[src/rtl/dut_ram.sv]
// dut_ram: single-clock RAM with per-entry valid bits and a registered
// read port that reads every cycle and flags same-address collisions.
//
// Parameters:
//   D_WIDTH        data word width in bits
//   A_WIDTH        address width; depth is 2**A_WIDTH entries
// Ports:
//   clk            sole clock, rising edge
//   rst_n          asynchronous active-low reset; clears valid bits/outputs
//   address_write  write address
//   data_write     write data
//   write_enable   write strobe, active high
//   address_read   read address, sampled every cycle
//   data_read      registered read data (0 for never-written entries)
//   read_valid     registered: entry read last cycle was written since reset
//   collision      registered: same-address read and write last cycle
// Build option:
//   DUT_RAM_BYPASS_EN  when defined, a same-cycle same-address write is
//                      forwarded to the read port (write-first); otherwise
//                      the read returns the old contents (read-first).
module dut_ram #(
    parameter int D_WIDTH = 16,
    parameter int A_WIDTH = 5
) (
    input  logic               clk,
    input  logic               rst_n,
    input  logic [A_WIDTH-1:0] address_write,
    input  logic [D_WIDTH-1:0] data_write,
    input  logic               write_enable,
    input  logic [A_WIDTH-1:0] address_read,
    output logic [D_WIDTH-1:0] data_read,
    output logic               read_valid,
    output logic               collision
);

    localparam int DEPTH = 2 ** A_WIDTH;

    logic [D_WIDTH-1:0] mem [DEPTH];
    logic [DEPTH-1:0]   valid;

    logic               wr_go;
    logic               same_addr;
    logic               rd_hit;
    logic [D_WIDTH-1:0] data_nxt;
    logic               valid_nxt;

    // Writes are suppressed while reset is held; the word array itself
    // is never cleared because the valid bits gate every read.
    assign wr_go     = write_enable & rst_n;
    assign same_addr = write_enable & (address_write == address_read);
    assign rd_hit    = valid[address_read];

    always_ff @(posedge clk) begin
        if (wr_go) begin
            mem[address_write] <= data_write;
        end
    end

    always_ff @(posedge clk or negedge rst_n) begin
        if (!rst_n) begin
            valid <= '0;
        end else if (write_enable) begin
            valid[address_write] <= 1'b1;
        end
    end

    // Read-side next value: old contents gated by the old valid bit,
    // optionally overridden by the in-flight write.
    always_comb begin
        data_nxt  = '0;
        valid_nxt = rd_hit;
        if (rd_hit) begin
            data_nxt = mem[address_read];
        end
`ifdef DUT_RAM_BYPASS_EN
        if (same_addr) begin
            data_nxt  = data_write;
            valid_nxt = 1'b1;
        end
`endif
    end

    always_ff @(posedge clk or negedge rst_n) begin
        if (!rst_n) begin
            data_read  <= '0;
            read_valid <= 1'b0;
            collision  <= 1'b0;
        end else begin
            data_read  <= data_nxt;
            read_valid <= valid_nxt;
            collision  <= same_addr;
        end
    end

endmodule

[config.mk]
export PLATFORM = sky130hd
export DESIGN_NAME = dut_ram
export DESIGN_NICKNAME = d
export VERILOG_FILES = /design/src/rtl/dut_ram.sv
export SDC_FILE = /design/constraint.sdc
export NUM_CORES = 1
export LEC_CHECK = 0
export CORE_AREA = 2 2 247 249
export CTS_CLUSTER_SIZE = 16
export DETAILED_ROUTE_END_ITERATION = 8
export DIE_AREA = 0 0 249 251
export SLEW_MARGIN = 40
export SYNTH_ARGS = -nofsm -noshare
export SYNTH_HDL_FRONTEND = slang
export SYNTH_SLANG_ARGS = --single-unit
[constraint.sdc]
create_clock -name clk -period 4.8 [get_ports clk]
set_input_delay 1.44 -clock clk [delete_from_list [all_inputs] [get_ports clk]]
set_output_delay 1.44 -clock clk [all_outputs]
set_load 0.05 [all_outputs]
==> impl_metrics.csv <==
group,metric,value,unit
outcome,outcome,"completed",
route,wl_per_cell,26.93,um
synth,synthAdderAreaFrac,0,
final_layout,drive_above_1_share,0.2097,
final_layout,stdcell_area,0.02510,mm2
clock_network,cts_resized,0,
timing,layout_min_cycle_time,3459,ps
die,initial_utilization,0.3666,
route,antenna_left,0,
timing,period_share,0.7206,
synth,ys_types,40,
die,num_io_pins,47,
clock_network,post_cts_buffers,0,
setup_path,start_kind,"primary input",
setup_path,crit_arrival,3760,ps
clock_network,cts-htree-levels,2,
timing,setup_viol,0,
clock_network,cts_buffers,56,
synth,synthXorXnorAreaFrac,0.001998,
die,die_h,251,um
placement,globalplace.congestion,0.7885,
synth,synthTopCellsByCount,"edfxtp_1 (512), mux2i_1 (132), mux4_2 (68)",
route,drc,0,
timing,tightestPinTransition,844.1,ps
setup_path,slowest_stage,"clkdlybuf4s50_1",
setup_path,cp_cell_sequence,"clkdlybuf4s50_1, or3b_1, or2_2, nor2_2, buf_4",
global_route,antenna_found_initial,0,
clock_network,cts_hold_buf,0,
synth,synth_seq_cells,562,
placement,portBuffers,46,
timing,fmax,289.1,MHz
die,die_area,0.06250,mm2
synth,synth_top_flop_cell,"edfxtp_1",
global_route,grt-ovfl-total,0,
synth,syn_area,0.02192,mm2
synth,synth_top_cell_by_area,"edfxtp_1",
setup_path,reg2reg_slack,2780,ps
power,ir_worst_vdd,0.2852,mV
synth,synth_top_family_by_area,"multiplexers",
synth,synth_async_sr_flop_share,0.08897,
setup_path,worst_setup_path_end_kind,"flop",
synth,synth_enable_flop_cells,512,
clock_network,cts_sinks,562,
timing,hold_viol,0,
setup_path,crit_fanout,9,
route,drt_iter0_markers,1141,
route,totalWireLength,54350,um
clock_network,cts_tree,"yes",
min_path,min_path_type,"flop to flop",
route,dr.pass1.iters,8,
job,maxCapViolCount,0,
synth,synth_area_leaders,"edfxtp_1 (70%), mux4_2 (7.0%), mux2i_1 (6.0%)",
placement,place_hpwl,32690,um
timing,clock_skew,16.60,ps
placement,dpl_cell_area,0.02337,mm2
route,num_vias,11040,
route,viasPerCell,5.472,
die,fp.coreArea,0.05979,mm2
setup_path,cpPeakStageDelay,570,ps
global_route,grt_max_degree,60,
die,fp.dieW,249,um
final_layout,area_growth,14.51,%
clock_network,cts_buffer_depth,3,
synth,synth_compound_area_frac,0.06725,
timing,setup_tns,0,ps
global_route,grt_pass1_wl,78740,um
clock_network,root_buffer,"clkbuf_16",
clock_network,clkTransAtPathRegs,60,ps
synth,avgSynthCellArea,19.87,um2
setup_path,critical_path_required,5110,ps
global_route,grt_pass1_vias,11190,
synth,synthCells,1103,
global_route,grt.total_usage,0.1738,
timing,maxSlewViolCount,0,
synth,synth-simple-area-share,0.01821,
timing,slew_headroom,0.4373,
final_layout,final_nets,1220,
clock_network,clk-insertion-delay-late,600,ps
synth,synth.top_cell.area_share,0.7014,
synth,yosys.cell_count.top_type,"edfxtp_1",
synth,synth.yosys.warnings,0,
power,p_leak,8.379,nW
synth,yosysSeqAreaShare,0.7585,
power,p_per_area,414.4,mW/mm2
setup_path,crit_type,"primary input to flop",
die,rows,90,
synth,muxShareOfSynthArea,0.1336,
synth,synth_nets,1132,
timing,grt_setup_unrepaired,"false",
## metal layers
| layer | up-vias | global-route usage | routed length (um) |
|---|---|---|---|
| met2 | 384 | 0.2825 | 26440 |
| met1 | 5813 | 0.2388 | 22990 |
| met5 | - | 0 | 0 |
| li1 | 4766 | - | - |
| met4 | 0 | 0.05905 | 1564 |
| met3 | 80 | 0.02847 | 3360 |
## critical path: cells and delay by family
kind / cells / cell delay, ps
buf+inv: 2 / 840
simple gates: 3 / 1480
## cell families (layout without fill, tap and decap cells)
logic type | after synthesis | after routing
other | 0 | 1
AO/OA/AOI/OAI | 180 | 180
buffers and inverters | 75 | 207
XOR/XNOR | 5 | 5
flip-flops | 562 | 562
multiplexers | 204 | 204
AND/OR/NAND/NOR | 77 | 77
## where the power goes
part	switching [W]	total [W]	internal, W	leakage, nW
clock network	0.00179	0.00409	0.00230	0.833
logic	0.000507	0.000796	0.000289	2.34
registers	0.0000589	0.00551	0.00546	5.21
total	0.00235	0.0104	0.00805	8.38
## area by class of cell
class	instances	area, um2
multi-input cells	466	4930
clock buffers	73	1506
flip-flops and latches	562	16630
fillers	5184	34700
diodes	1	2.502
well taps	782	978.4
repair buffers	102	855.8
clock inverters	29	188.9
inverters	3	11.26
## stage by stage
stage,utilization,power [W],cells,worst slack (ps),hold WS [ps]
5_1_grt,0.4197,0.01071,2017,1222,490.5
3_5_place_dp,0.3909,0.006413,1914,668.7,455.5
4_1_cts,0.4192,0.01047,2016,1295,468.3
6_report,0.4198,0.01040,2018,1341,467.0
2_1_floorplan,-,0.006067,1103,1263,434.1
3_3_place_gp,0.3908,0.006399,1914,774.7,450.0
## placed cells by master (no fill, tap or decap), types with 3 or more instances in the layout
cell type / n
xor2_1: 4
buf_4: 54
mux2i_1: 132
clkbuf_16: 57
or2_2: 3
mux4_2: 68
buf_2: 17
nand3_1: 19
clkinv_2: 11
o21ai_0: 16
o21a_1: 16
dfrtp_1: 50
edfxtp_1: 512
a221oi_1: 64
nor2_2: 27
buf_12: 5
o211a_1: 16
clkdlybuf4s50_1: 25
clkbuf_1: 14
nor2_1: 7
o21bai_1: 32
clkinv_1: 15
nand3b_1: 6
o32a_1: 16
a22oi_1: 16
## final timing paths
check / startpoint / to / depth (start not counted)
max in group asynchronous: rst_n / data_read[10]$_DFF_PN0_ / 2
max: write_enable / mem[4][7]$_DFFE_PP_ / 5
min reg2reg: valid[3]$_DFFE_PN0P_ / valid[3]$_DFFE_PN0P_ / 1
max reg2reg: valid[11]$_DFFE_PN0P_ / data_read[9]$_DFF_PN0_ / 5
min in group asynchronous: rst_n / valid[31]$_DFFE_PN0P_ / 1
min: valid[3]$_DFFE_PN0P_ / valid[3]$_DFFE_PN0P_ / 1
## state kept, by name, indices dropped and copies added (netlist names)
name        cells
valid          32
collision       1
data_read      16
read_valid      1
mem           512
(Power assumes the default switching activity.)
